[src/rtl/fft_out_reorder.sv]
// Output reorder buffer: turns bit-reversed 64-point FFT frames into natural order.
// Latency: X[0] appears two edges after the last input sample is captured.
// Backpressure: none; ping-pong banks let the reader drain one frame while the next fills.
module fft_out_reorder #(
  parameter int WIDTH  = 17,
  parameter int N_LOG2 = 6
) (
  input  logic             clk,
  input  logic             rst_n,
  input  logic             in_valid,
  input  logic             in_sop,
  input  logic [WIDTH-1:0] data_in_re,
  input  logic [WIDTH-1:0] data_in_im,
  output logic             out_valid,
  output logic             out_sop,
  output logic             out_eop,
  output logic [WIDTH-1:0] data_out_re,
  output logic [WIDTH-1:0] data_out_im,
  output logic             frame_err
);

  localparam int DEPTH = 2 << N_LOG2;

  typedef enum logic { W_IDLE, W_FILL } wstate_t;
  typedef enum logic { R_IDLE, R_READ } rstate_t;

  wstate_t             wstate;
  rstate_t             rstate;
  logic [N_LOG2-1:0]   wcnt;
  logic [N_LOG2-1:0]   rcnt;
  logic                wbank;
  logic                rbank;
  logic [1:0]          full;

  // Bank memory is addressed as {bank, address}; contents survive reset as don't-care.
  logic [WIDTH-1:0]    mem_re [DEPTH];
  logic [WIDTH-1:0]    mem_im [DEPTH];

  logic                wr_start;
  logic                wr_en;
  logic                wr_done;
  logic                early_sop;
  logic [N_LOG2-1:0]   wr_addr;
  logic                rd_last;
  logic                other_full;
  logic                bank_conflict;

  function automatic logic [N_LOG2-1:0] bitrev(input logic [N_LOG2-1:0] a);
    logic [N_LOG2-1:0] r;
    for (int i = 0; i < N_LOG2; i++) r[i] = a[N_LOG2-1-i];
    return r;
  endfunction

  // Write-side decode: a sop always restarts at address 0 of the current bank.
  always_comb begin
    wr_start   = in_valid && in_sop;
    early_sop  = (wstate == W_FILL) && wr_start && (wcnt != '0);
    wr_en      = in_valid && (wr_start || (wstate == W_FILL));
    wr_addr    = wr_start ? '0 : wcnt;
    wr_done    = wr_en && !wr_start && (wcnt == '1);
    rd_last    = (rstate == R_READ) && (rcnt == '1);
    // A bank completing on the reader's last cycle still counts, so frames stay back-to-back.
    other_full = full[!rbank] || (wr_done && (wbank == !rbank));
    bank_conflict = wr_en && full[wbank] && !(rd_last && (rbank == wbank));
  end

  // Writer FSM: fill the current bank in stream order, flip banks on the 64th sample.
  always_ff @(posedge clk or negedge rst_n) begin
    if (!rst_n) begin
      wstate    <= W_IDLE;
      wcnt      <= '0;
      wbank     <= 1'b0;
      frame_err <= 1'b0;
    end else begin
      frame_err <= early_sop;
      if (wr_en) begin
        if (wr_start) begin
          wcnt   <= N_LOG2'(1);
          wstate <= W_FILL;
        end else if (wr_done) begin
          wcnt   <= '0;
          wbank  <= ~wbank;
          wstate <= W_IDLE;
        end else begin
          wcnt <= wcnt + 1'b1;
        end
      end
    end
  end

  // Sample storage; no reset needed on the data array.
  always_ff @(posedge clk) begin
    if (wr_en) begin
      mem_re[{wbank, wr_addr}] <= data_in_re;
      mem_im[{wbank, wr_addr}] <= data_in_im;
    end
  end

  // Full flags: set by the writer on frame completion, cleared by the reader after its last read.
  always_ff @(posedge clk or negedge rst_n) begin
    if (!rst_n) begin
      full <= '0;
    end else begin
      for (int b = 0; b < 2; b++) begin
        if (wr_done && (wbank == 1'(b)))
          full[b] <= 1'b1;
        else if (rd_last && (rbank == 1'(b)))
          full[b] <= 1'b0;
      end
    end
  end

  // Reader FSM: banks are drained in fill order, reading bit-reversed addresses into output regs.
  always_ff @(posedge clk or negedge rst_n) begin
    if (!rst_n) begin
      rstate      <= R_IDLE;
      rcnt        <= '0;
      rbank       <= 1'b0;
      out_valid   <= 1'b0;
      out_sop     <= 1'b0;
      out_eop     <= 1'b0;
      data_out_re <= '0;
      data_out_im <= '0;
    end else begin
      case (rstate)
        R_IDLE: begin
          out_valid <= 1'b0;
          out_sop   <= 1'b0;
          out_eop   <= 1'b0;
          if (full[rbank]) begin
            rcnt   <= '0;
            rstate <= R_READ;
          end
        end
        default: begin
          data_out_re <= mem_re[{rbank, bitrev(rcnt)}];
          data_out_im <= mem_im[{rbank, bitrev(rcnt)}];
          out_valid   <= 1'b1;
          out_sop     <= (rcnt == '0);
          out_eop     <= rd_last;
          rcnt        <= rcnt + 1'b1;
          if (rd_last) begin
            rbank <= ~rbank;
            if (!other_full) rstate <= R_IDLE;
          end
        end
      endcase
    end
  end

  // Simulation-only guard: overwriting a bank the reader has not drained is a design error.
  assert property (@(posedge clk) disable iff (!rst_n) !bank_conflict)
    else $fatal(1, "fft_out_reorder: write into a full bank");

endmodule
[config.mk]
export PLATFORM = sky130hd
export DESIGN_NAME = fft_out_reorder
export DESIGN_NICKNAME = d
export VERILOG_FILES = /design/src/rtl/fft_out_reorder.sv
export SDC_FILE = /design/constraint.sdc
export NUM_CORES = 2
export LEC_CHECK = 0
export BUFFER_PORTS_ARGS = -buffer_cell sky130_fd_sc_hd__buf_2
export CAP_MARGIN = 25
export CORE_AREA = 2 2 812 814
export CTS_BUF_LIST = sky130_fd_sc_hd__clkbuf_2
export DETAILED_ROUTE_END_ITERATION = 10
export DIE_AREA = 0 0 814 816
export PLACE_DENSITY = 0.42
export SETUP_SLACK_MARGIN = 0.15
export SLEW_MARGIN = 25
export SYNTH_ARGS = -nofsm -noshare
export SYNTH_HDL_FRONTEND = slang
export SYNTH_MEMORY_MAX_BITS = 65536
export SYNTH_SLANG_ARGS = --single-unit
[constraint.sdc]
create_clock -name clk -period 3.74 [get_ports clk]
set_input_delay 0.374 -clock clk [delete_from_list [all_inputs] [get_ports clk]]
set_output_delay 0.374 -clock clk [all_outputs]
set_load 0.05 [all_outputs]
# After elaboration in Yosys (flattened, before gate mapping)
# Memories as Yosys holds them, arrays and structs flattened. A register that Yosys moved wholly into a read port is not among the register bits.
# Cells that the tools add are included.
# classes
reduce_logical,27
n_mux,24
magnitude_cmp,2
addsub,2
n_bitwise,3
eq_ne,3
# op_table
cell,n
$mux W6,5
$mux W1,19
$add A6 B1 Y6 const B,2
$eq A6 B6 Y1 const B,2
$logic_and A1 B1 Y1,12
$reduce_bool A2 Y1,4
$logic_not A6 Y1,1
$reduce_bool A6 Y1,1
$logic_not A1 Y1,4
$lt A1 B2 Y1 const B,2
$reduce_and A2 Y1,2
$not A1 Y1,3
$reduce_and A3 Y1,1
$logic_or A1 B1 Y1,2
$eq A1 B1 Y1,1
# word_totals
input_bits,38
ram_bits,4352
mem_count,2
out_inout_bits,38
register_bits,22
# memory_table
name,depth,width,rd,rd_clocked_by_memory_dff,wr,line_no,rtl
mem_im,128,17,1,1,1,37,logic [WIDTH-1:0] mem_im [DEPTH];
mem_re,128,17,1,1,1,36,logic [WIDTH-1:0] mem_re [DEPTH];

# Longest topological paths before layout
# depth
word_depth,10
depth_mapped,13

# Worst setup path before layout
# No wires, ideal clock.
# synth_path
path_type,input -> register
startpoint,in in_valid
endpoint,"mem mem_im[122][0], enable pin"
setup_ps,468
arrival_time_ps,3604
setup_slack_ps,-331
cell_stages,5
path_buffers,0
cell_sequence,and2_1 nor2_1 nand4_1 or2_2 nor3_1
# synth_between
elab_chain_cells,5
word_cells_on_any_way,6
cone_classes,3 x mux; 3 x reduce/logical
# synth_lines
item,line_no,rtl
"start, declared",10,"input logic in_valid,"
$logic_and A1 B1 Y1,56,wr_start = in_valid && in_sop;
$logic_or A1 B1 Y1,58,wr_en = in_valid && (wr_start || (wstate == W_FILL));
$logic_and A1 B1 Y1,58,
$mux W1,93,if (wr_en) begin
$mux W1 (not written as such),95,"mem_im[{wbank, wr_addr}] <= data_in_im;"
"end, declared",37,
# Several ways; a longest one is shown, not always the timed one.

==> results.yml <==
grt:
  antenna_found_initial: 70
  grt_max_degree: 129
  grt_pass1_vias: 96556
  gr-total-overflow: 0
  grt_use_total: 0.1797
  grt_pass1_wl_um: 815800
route:
  drtIter0Drc: 11272
  via_per_inst: 4.862
  wl_um: 606200
  wl_per_cell_um: 31.80
  drc: 0
  ant_nets: 0
  firstDrtPassIters: 6
  via_count: 92701
hold_path:
  holdCritStartpoint: "data_in_re[5]"
  holdPathStages: 5
  min_path_type: "input pin to register"
  holdPathEnd: "mem_re[122][5]$_DFFE_PP_"
critical_path:
  crit_fanout: 13
  reg2reg_from: "rcnt[5]$_DFFE_PN0P_"
  crit-reg2reg-capture: "data_out_im[5]$_DFFE_PN0P_"
  required_ns: 5.98
  cp-end-kind: "register"
  reg2reg_depth: 10
  critPathLaunchType: "register"
  path_class: "register to register"
  r2r_setup_slack_ns: 0.12
  cp.arrival_ns: 5.86
  startpoint: "rcnt[5]$_DFFE_PN0P_"
final_layout:
  nets: 9619
  instances_no_fill: 19065
  num-fill-cells: 64092
  seq_area_um2: 132200
  multiInputGateArea_um2: 36260
  syn_to_final_growth_pct: 19.11
  post_route_cells_drive_above_1_share: 0.3752
  stdcell_area_um2: 202200
die:
  rows: 298
  start_util: 0.2587
  num_io_pins: 76
  die_h_um: 816
  dieArea_um2: 664200
  coreArea_um2: 656200
  die_w_um: 814
placed_design:
  post_dp_cell_area_um2: 188400
  place_congestion: 0.8091
  io_buffers: 75
  place_ws_ns: -0.3417
  dp_cells: 16820
  dp_hpwl_um: 350300
sta:
  slew_violations: 0
  fin_crit_sh: 0.9684
  hold_viol_final: 0
  final.setup.tns_ns: 0
  relSlewSlack: 0.2591
  rsz0062_at_grt: "yes"
  setup_viol: 0
  setup_slack_ns: 0.1183
  period_minus_slack_ns: 3.622
  clock_skew_ns: 0.3310
  fmax_ghz: 0.2761
  tightest_slew_ns: 1.111
synth:
  ys_seq_area_frac: 0.7779
  syn-num-nets: 7834
  netlist.top_cell.by_area: "edfxtp_1"
  synth_area_um2: 169800
  yosysWarnings: 0
  synth_area_leaders: "edfxtp_1 77%, mux4_2 12%, mux2i_1 2.9%, dfrtp_1 0.83%, o221ai_1 0.76%"
  synthTopCellsByCount: "4352 x edfxtp_1, 934 x mux4_2, 497 x mux2i_1, 238 x nor2_1, 218 x nand2_1"
  synth_area_per_cell_um2: 21.79
  yosysUniqueCellTypes: 70
  syn_inst: 7792
  synth_flop_cell: "edfxtp_1"
  synth-seq-cells: 4408
  yosysTopAreaCellShare: 0.7697
  synthArstFlopShare: 0.01270
  synth_edf_count: 4352
  yosysMostFrequentCell: "edfxtp_1"
clocking:
  clock-root-buffer: "clkbuf_2"
  clock_path_buffers: 5
  cts_buffers: 1217
  htree_levels: 7
  clk_latency_ns: 2.45
  cts.sinks: 4408
  clk_pin_slew_worst_paths_ns: 0.12
  cts_tree: "done"
power:
  powerDensity_nw_per_um2: 444.8
  p_total_mw: 89.95
  ir_drop_mv: 0.3356
  power_leakage_nw: 62.71
run:
  maxCapViolations: 0
status:
  outcome: "finished clean"
-- routing by layer --
layer  track usage  vias to the layer above  wire [um]
met2        0.2820                     4050     282900
li1              -                    37277          -
met5             0                        -         75
met1        0.2463                    50410     262200
met4       0.05945                       10      15450
met3       0.04158                      954      45510
-- registers in the layout, indices dropped and copies added, names as in the netlist, 2 cells and up --
| signal | cells |
|---|---|
| wcnt | 6 |
| rcnt | 6 |
| data_out_re | 17 |
| mem_re | 2176 |
| mem_im | 2176 |
| full | 2 |
| data_out_im | 17 |
-- critical path: stages (launching register included) --
cell and delay, ns:
dfrtp_4 0.47, buf_12 0.18, buf_16 0.17, buf_12 0.13, buf_16 0.16, mux4_2 0.54, mux4_2 0.64, o211ai_1 0.71
buf_4 0.24, o2111ai_2 0.10, o21a_1 0.14
-- how the worst max path moves through the flow --
stage,to,slack (ns),cells after the start
after floorplan,mem_im[121][0]$_DFFE_PP_,-0.07,4
after global placement,data_out_re[15]$_DFFE_PN0P_,-0.63,10
after detailed placement,data_out_re[15]$_DFFE_PN0P_,-0.34,10
after CTS,data_out_re[4],-0.31,1
after global routing,data_out_re[4],-0.09,1
final,data_out_im[5]$_DFFE_PN0P_,0.12,10
-- through the flow --
step	utilization	hold slack [ns]
5_1_grt	0.3082	0.2213
3_5_place_dp	0.2870	0.3991
3_3_place_gp	0.2870	0.3964
6_report	0.3082	0.3862
2_1_floorplan	-	0.07841
4_1_cts	0.3073	0.003565
-- cell usage in the layout (no fill, tap or decap), types with 15 or more instances in the layout --
cell,n
a211oi_1,49
clkinv_1,190
nor2_1,111
nor2_4,125
a31oi_1,23
nor3_1,55
mux2_2,40
a221oi_1,21
o22ai_1,122
diode_2,23
a22oi_1,24
clkinv_2,35
mux4_2,934
mux2i_1,495
nand3_1,33
o221ai_1,147
nand2_1,210
a21oi_1,159
dfrtp_2,28
dfrtp_1,16
buf_12,282
inv_2,20
edfxtp_1,4352
o31ai_1,15
buf_4,479
buf_16,45
o211ai_1,23
and2_1,40
o21ai_0,59
clkbuf_2,1732
buf_8,28
dlygate4sd3_1,143
buf_6,20
-- cells by family after synthesis --
family / share of synthesized area
DFF: 0.7779
AOI/OAI and AO/OA: 0.03200
adders and majority gates: 0.0002948
and+or+nand+nor: 0.01715
muxes: 0.1562
xor gates and xnor gates: 0.0001548
buffers and inverters: 0.01623
-- final cells by class --
cell class,instances,share of cell area
diodes,23,0.0002846
clock buffers,1732,0.04286
clock inverters,252,0.006187
inverters,13,0.0003341
multi-input cells,2926,0.1793
flip-flops and latches,4408,0.6535
well taps,8700,0.05382
repair buffers,1011,0.06371
-- timing repair --
item	CTS	global route
endpoints found under the setup margin	58	52
pin swaps	6	4
hold buffers	178	0
gates cloned	5	6
resized for setup	171	48
buffers inserted	31	17
hold endpoints to repair	8772	0
-- where the power goes --
part | total [mW] | internal, mW | switching, mW
Combinational | 2.24 | 0.531 | 1.70
Clock | 33.2 | 12.9 | 20.3
Sequential | 54.5 | 54.4 | 0.0633
Total | 90.0 | 67.9 | 22.1
Note: power is estimated with default switching activity, not from simulation.
